<file path="src/rtl/cnn_pkg.sv">
// Shared constants, FSM state type and stream-word helpers for the CNN result output path.
package cnn_pkg;

  localparam int DATA_W    = 32;
  localparam int NUM_WORDS = 10;
  localparam int IDX_W     = 4;
  localparam logic [15:0] MAGIC = 16'hC1A5;

  typedef enum logic [1:0] {
    IDLE = 2'd0,
    HDR  = 2'd1,
    BODY = 2'd2,
    TAIL = 2'd3
  } wr_state_t;

  function automatic logic [DATA_W-1:0] header_word();
    return {MAGIC, 16'(NUM_WORDS)};
  endfunction

  function automatic logic [DATA_W-1:0] class_word(input logic [IDX_W-1:0] cls);
    return {{(DATA_W-IDX_W){1'b0}}, cls};
  endfunction

endpackage

</file>
<file path="src/rtl/argmax_tracker.sv">
// Streaming signed maximum; the first value after clr seeds it, ties keep the earliest index.
module argmax_tracker
  import cnn_pkg::*;
(
  input  logic                     clk,
  input  logic                     rst,
  input  logic                     clr,
  input  logic                     en,
  input  logic [IDX_W-1:0]         idx,
  input  logic signed [DATA_W-1:0] value,
  output logic [IDX_W-1:0]         max_idx,
  output logic signed [DATA_W-1:0] max_val
);

  logic have_r;
  logic take_s;

  // strictly-greater replacement gives lowest-index tie-break
  always_comb begin
    take_s = en && (!have_r || (value > max_val));
  end

  // running maximum register
  always_ff @(posedge clk) begin
    if (rst) begin
      have_r  <= 1'b0;
      max_idx <= '0;
      max_val <= '0;
    end else if (clr) begin
      have_r  <= 1'b0;
      max_idx <= '0;
      max_val <= '0;
    end else if (take_s) begin
      have_r  <= 1'b1;
      max_idx <= idx;
      max_val <= value;
    end
  end

endmodule

</file>
<file path="src/rtl/result_writer.sv">
// Captures one vector of class scores and streams it as HEADER, scores, TRAILER(argmax)
// over a valid/ready word interface with fully registered outputs.
module result_writer
  import cnn_pkg::*;
(
  input  logic                     clk,
  input  logic                     rst,
  input  logic                     start,
  input  logic signed [DATA_W-1:0] scores [NUM_WORDS-1:0],
  output logic [DATA_W-1:0]        out_data,
  output logic                     out_valid,
  input  logic                     out_ready,
  output logic                     out_last,
  output logic                     busy,
  output logic                     done,
  output logic [IDX_W-1:0]         pred_class
);

  localparam logic [IDX_W-1:0] LAST_IDX = IDX_W'(NUM_WORDS - 1);

  wr_state_t                state_r, state_nxt;
  logic signed [DATA_W-1:0] score_buf_r [NUM_WORDS-1:0];
  logic [IDX_W-1:0]         idx_r, idx_nxt, idx_inc_s;
  logic [DATA_W-1:0]        data_nxt;
  logic                     valid_nxt, last_nxt, busy_nxt, done_nxt;
  logic [IDX_W-1:0]         pred_nxt;
  logic                     capture_s, trk_clr_s, trk_en_s, hs_s;
  logic [IDX_W-1:0]         trk_max_idx, final_idx_s;
  logic signed [DATA_W-1:0] trk_max_val;

  argmax_tracker u_argmax (
    .clk     (clk),
    .rst     (rst),
    .clr     (trk_clr_s),
    .en      (trk_en_s),
    .idx     (idx_r),
    .value   (score_buf_r[idx_r]),
    .max_idx (trk_max_idx),
    .max_val (trk_max_val)
  );

  // the tracker's register lags by one beat, so fold in the final score here for the trailer
  always_comb begin
    hs_s      = out_valid && out_ready;
    idx_inc_s = idx_r + 1'b1;
    if (score_buf_r[idx_r] > trk_max_val) begin
      final_idx_s = idx_r;
    end else begin
      final_idx_s = trk_max_idx;
    end
  end

  // next-state and next-output decode
  always_comb begin
    state_nxt = state_r;
    idx_nxt   = idx_r;
    data_nxt  = out_data;
    valid_nxt = out_valid;
    last_nxt  = out_last;
    busy_nxt  = busy;
    done_nxt  = 1'b0;
    pred_nxt  = pred_class;
    capture_s = 1'b0;
    trk_clr_s = 1'b0;
    trk_en_s  = 1'b0;
    case (state_r)
      IDLE: begin
        if (start) begin
          state_nxt = HDR;
          capture_s = 1'b1;
          trk_clr_s = 1'b1;
          idx_nxt   = '0;
          data_nxt  = header_word();
          valid_nxt = 1'b1;
          last_nxt  = 1'b0;
          busy_nxt  = 1'b1;
        end else begin
          valid_nxt = 1'b0;
          last_nxt  = 1'b0;
          busy_nxt  = 1'b0;
        end
      end
      HDR: begin
        if (hs_s) begin
          state_nxt = BODY;
          idx_nxt   = '0;
          data_nxt  = score_buf_r[0];
        end else begin
          state_nxt = HDR;
        end
      end
      BODY: begin
        if (hs_s) begin
          trk_en_s = 1'b1;
          if (idx_r == LAST_IDX) begin
            state_nxt = TAIL;
            data_nxt  = class_word(final_idx_s);
            last_nxt  = 1'b1;
          end else begin
            idx_nxt  = idx_inc_s;
            data_nxt = score_buf_r[idx_inc_s];
          end
        end else begin
          state_nxt = BODY;
        end
      end
      TAIL: begin
        if (hs_s) begin
          state_nxt = IDLE;
          valid_nxt = 1'b0;
          last_nxt  = 1'b0;
          busy_nxt  = 1'b0;
          done_nxt  = 1'b1;
          data_nxt  = '0;
          pred_nxt  = out_data[IDX_W-1:0];
        end else begin
          state_nxt = TAIL;
        end
      end
      default: begin
        state_nxt = IDLE;
        idx_nxt   = '0;
        data_nxt  = '0;
        valid_nxt = 1'b0;
        last_nxt  = 1'b0;
        busy_nxt  = 1'b0;
      end
    endcase
  end

  // FSM state and registered stream outputs
  always_ff @(posedge clk) begin
    if (rst) begin
      state_r    <= IDLE;
      idx_r      <= '0;
      out_data   <= '0;
      out_valid  <= 1'b0;
      out_last   <= 1'b0;
      busy       <= 1'b0;
      done       <= 1'b0;
      pred_class <= '0;
    end else begin
      state_r    <= state_nxt;
      idx_r      <= idx_nxt;
      out_data   <= data_nxt;
      out_valid  <= valid_nxt;
      out_last   <= last_nxt;
      busy       <= busy_nxt;
      done       <= done_nxt;
      pred_class <= pred_nxt;
    end
  end

  // score capture buffer, written only when a frame starts
  always_ff @(posedge clk) begin
    if (rst) begin
      for (int i = 0; i < NUM_WORDS; i++) begin
        score_buf_r[i] <= '0;
      end
    end else if (capture_s) begin
      for (int i = 0; i < NUM_WORDS; i++) begin
        score_buf_r[i] <= scores[i];
      end
    end
  end

endmodule

</file>
<file path="config.mk">
export PLATFORM = sky130hd
export DESIGN_NAME = result_writer
export DESIGN_NICKNAME = d
export VERILOG_FILES = /design/src/rtl/cnn_pkg.sv /design/src/rtl/argmax_tracker.sv /design/src/rtl/result_writer.sv
export SDC_FILE = /design/constraint.sdc
export NUM_CORES = 1
export LEC_CHECK = 0
export ABC_CLOCK_PERIOD_IN_PS = 14900
export BUFFER_PORTS_ARGS = -buffer_cell sky130_fd_sc_hd__buf_2
export CAP_MARGIN = 20
export CELL_PAD_IN_SITES_DETAIL_PLACEMENT = 1
export CELL_PAD_IN_SITES_GLOBAL_PLACEMENT = 1
export CORE_MARGIN = 3
export CORE_UTILIZATION = 30
export CTS_BUF_LIST = sky130_fd_sc_hd__clkbuf_2 sky130_fd_sc_hd__clkbuf_4 sky130_fd_sc_hd__clkbuf_8
export CTS_CLUSTER_DIAMETER = 200
export CTS_CLUSTER_SIZE = 24
export DETAILED_ROUTE_END_ITERATION = 8
export PLACE_DENSITY = 0.56
export SYNTH_ARGS = -nofsm -noshare
export SYNTH_HDL_FRONTEND = slang
export SYNTH_SLANG_ARGS = --single-unit
</file>
<file path="constraint.sdc">
create_clock -name clk -period 14.9 [get_ports clk]
set_input_delay 2.235 -clock clk [delete_from_list [all_inputs] [get_ports clk]]
set_output_delay 2.235 -clock clk [all_outputs]
set_load 0.005 [all_outputs]
</file>
[Word level (Yosys, flattened, before mapping)]
Memory sizes are Yosys's and may differ from the RTL's. A register that Yosys moved wholly into a read port is not among the register bits.
Index checks and enable logic that the tools add are counted.
Word-level totals
  input bits: 324
  latch bits: 0
  logic and storage cells: 95
  bits in writable memories: 320
  memories: 1
  output and inout bits: 40
  ROM bits: 0
  bits in registers: 82
Cells by class
  order comparisons: 1
  bitwise gates (word level): 11
  div/mod/pow operators: 0
  multiplexer cells: 44
  reductions and logical operators: 16
  multipliers: 0
  shifts and indexed selects: 0
  $add $sub $neg: 1
  equality and inequality tests: 11
Memory list
  score_buf_r: depth 10, width 32, read ports 3, clocked after Yosys merged registers in 1, wr ports 10, line result_writer.sv:22  | logic signed [DATA_W-1:0] score_buf_r [NUM_WORDS-1:0];
Operators with widths (number)
  $mux 32: 15
  $pmux 32 s4: 1
  $gt 32x32->1: 1
  $mux 4: 7
  $mux 1: 12
  $ne 2x2->1 const B: 6
  $pmux 4 s3: 1
  $mux 2: 5
  $or 1x1->1: 10
  $pmux 2 s4: 1
  $reduce_and 4->1: 2
  $reduce_and 2->1: 3
  $reduce_bool 3->1: 2
  $reduce_and 5->1: 1
  $add 4x1->4 const B: 1
  $eq 2x2->1 const B: 2
  $eq 4x4->1 const B: 1
  $reduce_or 2->1: 2
  $ne 3x3->1 const B: 1
  $pmux 1 s3: 1
  $eq 2x1->1 const B: 1
  $logic_and 1x1->1: 2
  $logic_not 2->1: 1
  $pmux 1 s2: 1
  other kinds (4): 4

[Depth between registers and ports, before layout]
  word-level depth: 6
  gate-level depth with buffers: 17
  mapped depth without buffers: 13

[Modules after synthesis]
A second synthesis with hierarchy kept.
Unflattened totals
  cells, all modules: 1780
  area total of the unflattened synthesis: 22350.2 µm²
By module, submodules not included
  result_writer: instances 1, sequential area each 10590.2 µm², area each 20016.7 µm², cells an instance 1502
  argmax_tracker: instances 1, sequential area each 740.7 µm², area each 2333.5 µm², cells an instance 278

[Least setup slack after synthesis]
No wires, ideal clock.
  path kind: input to register
  start: input port rst
  end: memory score_buf_r[0][0], enable pin
  library setup time: 0.812 ns
  slack: 2.615 ns
  arrival: 11.473 ns
  buffers on the path: 2
  required time: 14.088 ns
  stages: 3
  cells stage by stage: clkbuf_1 > nand2b_1 > clkbuf_1
RTL lines
  start: declaration: line result_writer.sv:7  | input logic rst,
  end: declaration: line result_writer.sv:22

==> reports/results.ini <==
[die]
initial_core_util_pct=30.61
ios=364
die_y_um=272.2
die_w_um=272.2
core_region_area_sq_mm=0.06943
die_area_sq_mm=0.07407
fp-row-count=96

[sta]
slew_viol_final=0
finalHoldViolCount=0
tightest_slew_ns=1.126
setup_viol_count_final=0
skew_ns=0.05347
tns_ns=0
rsz0062_at_grt=no
slew-limit-headroom_pct=24.93
min_period_ns=5.778
hold_ws_ns=0.4878
fmax_ghz=0.1731
post-route-period-util_pct=38.78

[placement]
io_buffers=363
dpl.hpwl_mm=52.62
placed_cell_area_sq_mm=0.02390
gp_congestion=0.7905

[clock_tree]
cts_root_buf=clkbuf_8
cts_resized=0
cts_buffers=20
clock_path_buffers=3
htree_levels=1
holdBufCountCts=0
postCtsSetupRepairBufs=0
path_clk_slew_ns=0.16
clock_latency_ns=0.66
numClockSinks=406
cts_tree=built

[detailed_routing]
drc=0
postRouteAntennaNets=0
drt_iter0_drc=1352
vias=14900
drt-total-wl_mm=72.78
wl_per_cell_um=25.24
viasPerCell=5.168
firstDrtPassIters=5

[final_layout]
finalNetCount=2298
design_area_sq_mm=0.02439
syn_to_final_growth_pct=14.78
drive_gt1_share_pct=29.40

[yosys]
synthCells=1660
synth_enable_flop_cells=320
syn_avg_cell_area_sq_um=12.80
ys_seq_area_share_pct=53.32
netlist-cell-type-count=54
synthTopCellsByArea=edfxtp_1 45%, mux4_2 14%, and2_1 9.5%
mappedNetlistArea_sq_mm=0.02125
synth_nets=2022
synthArstFlopShare_pct=0
synth_top_area_share_pct=45.22
synth_area_leader_cell=edfxtp_1
yosys_warnings=0
synth_flop_cell=edfxtp_1
synth.ff_latch_count=406

[global_route]
antenna_found_initial=7
grt_pass1_vias=15454
grt_max_degree=165
grt_pass1_wl_mm=104.6
track_usage_pct=18.99
overflow=0

[worst_hold_path]
hold_path.class=reg2reg

[status]
status=completed

[setup_path]
start_kind=flop
path_max_fanout=62
r2r_cells=13
crit_chain=buf_12 -> mux4_2 -> nor2b_1 -> a211oi_1 -> a21oi_1 -> ha_1 -> nand4_1 -> nor4_4 -> o311ai_1 -> and4_4 -> o21ai_4 -> a21boi_0 -> o21ba_2
crit_path_end=u_argmax.max_val[0]$_SDFFE_PP0P_
slowest_delay_ns=0.86
critical_path_class=reg2reg
r2r_end=u_argmax.max_val[0]$_SDFFE_PP0P_
slowest_stage=dfxtp_4
arrival_ns=6.35
required_ns=15.47
end_kind=flop
ff2ff_setup_slack_ns=9.12

[pwr]
p_int_w=0.001637
p_sw_w=0.0005993
switching_share_pct=26.80
pwr-share-seq_pct=61.9
leakagePower_nw=9.037
vdd_drop_max_uv=51.73
powerDensity_mw_per_mm2=91.66
combPwrFrac_pct=14.5
pwr-share-clk_pct=23.6

[flow_run]
max_cap_viol_count=0

## cell type report
type / instances / area, sq um
multi-input cells: 1084 / 9268
well taps: 931 / 1165
diodes: 3 / 7.507
flip-flops and latches: 406 / 11340
fillers: 7628 / 45030
inverters: 37 / 138.9
repair buffers: 387 / 2069
clock buffers: 35 / 400.4
## logic make-up after synthesis
group | share of synthesized area [%]
simple gates | 14.82
flops | 53.32
compound gates | 8.172
mux | 17.86
buf+inv | 3.379
fa+ha+maj | 2.237
xor+xnor | 0.2120
## registers in the layout (all words and copies together) (netlist names), named ones only
name	count
pred_class	4
state_r	2
u_argmax.have_r	1
u_argmax.max_idx	4
u_argmax.max_val	32
out_data	32
score_buf_r	320
out_last	1
idx_r	4
busy	1
done	1
## how the worst min path moves through the flow
| stage | endpoint | cells past startpoint | slack [ns] | from |
|---|---|---|---|---|
| finish | u_argmax.max_idx[0]$_SDFFE_PP0P_ | 2 | 0.49 | u_argmax.max_idx[0]$_SDFFE_PP0P_ |
| global route | u_argmax.max_val[2]$_SDFFE_PP0P_ | 2 | 0.51 | u_argmax.max_val[2]$_SDFFE_PP0P_ |
| CTS | u_argmax.max_val[23]$_SDFFE_PP0P_ | 2 | 0.49 | u_argmax.max_val[23]$_SDFFE_PP0P_ |
| detailed placement | u_argmax.max_idx[0]$_SDFFE_PP0P_ | 2 | 0.47 | u_argmax.max_idx[0]$_SDFFE_PP0P_ |
| global placement | u_argmax.max_val[12]$_SDFFE_PP0P_ | 2 | 0.46 | u_argmax.max_val[12]$_SDFFE_PP0P_ |
| floorplan | u_argmax.max_idx[0]$_SDFFE_PP0P_ | 2 | 0.45 | u_argmax.max_idx[0]$_SDFFE_PP0P_ |
## per-stage QoR
stage / util (%) / setup WS (ns) / instances / power [W]
floorplan: - / 2.615 / 1660 / 0.001591
global placement: 34.42 / 9.072 / 2841 / 0.001720
detailed placement: 34.42 / 8.974 / 2841 / 0.001732
CTS: 35.00 / 9.039 / 2876 / 0.002257
global route: 35.13 / 8.692 / 2882 / 0.002330
finish: 35.14 / 9.122 / 2883 / 0.002236
## critical path: cells and delay by family (launching register included)
kind / cells / cell delay, ns
multiplexers: 1 / 0.56
buffers and inverters: 1 / 0.50
AO/OA/AOI/OAI: 6 / 2.26
adder cells (fa/ha/maj): 1 / 0.34
flip-flops: 1 / 0.86
AND/OR/NAND/NOR: 4 / 1.04
## cells in the final DEF, fill, tap and decap left out, drive strengths merged, types with 35 or more instances in the layout
| cell | instances |
|---|---|
| o21ai | 48 |
| mux4 | 128 |
| and2 | 323 |
| a21oi | 103 |
| nor2 | 58 |
| nand3 | 43 |
| mux2i | 90 |
| ha | 38 |
| buf | 387 |
| nand2 | 55 |
| edfxtp | 320 |
| a211oi | 46 |
| dfxtp | 86 |
| nor2b | 43 |
| clkbuf | 35 |
| inv | 37 |
## cells in the mapped netlist, types with 2 or more instances
| master | number |
|---|---|
| and2_1 | 323 |
| edfxtp_1 | 320 |
| mux4_2 | 128 |
| a21oi_1 | 103 |
| clkbuf_1 | 91 |
| mux2i_1 | 90 |
| dfxtp_1 | 86 |
| nor2_1 | 58 |
| nand2_1 | 55 |
| a211oi_1 | 46 |
| nand3_1 | 43 |
| nor2b_1 | 43 |
| o21ai_0 | 40 |
| ha_1 | 38 |
| inv_1 | 37 |
| buf_2 | 28 |
| a22oi_1 | 22 |
| a32o_1 | 21 |
| nor3_1 | 11 |
| nand4_1 | 8 |
| a221oi_1 | 7 |
| o21ai_1 | 7 |
| buf_4 | 6 |
| buf_1 | 5 |
| a21boi_0 | 4 |
| and3_1 | 4 |
| buf_6 | 3 |
| nand2b_1 | 3 |
| a21o_1 | 2 |
| o211ai_1 | 2 |
| o311ai_0 | 2 |
| o31ai_1 | 2 |
## power by group through the flow
stage          Sequential [W]  Combinational (W)  Clock (W)
6_report              0.00138           0.000324   0.000528
5_1_grt               0.00139           0.000354   0.000583
4_1_cts               0.00138           0.000324   0.000550
3_5_place_dp          0.00141           0.000323          0
3_3_place_gp          0.00140           0.000318          0
2_1_floorplan         0.00140           0.000187          0
## routing by layer
metal	wire, um	track usage (%)
met1	33200	27.23
met2	34560	31.11
met3	4078	2.625
met4	902	3.177
met5	28	0
No activity file was read; power rests on OpenSTA's default activity.
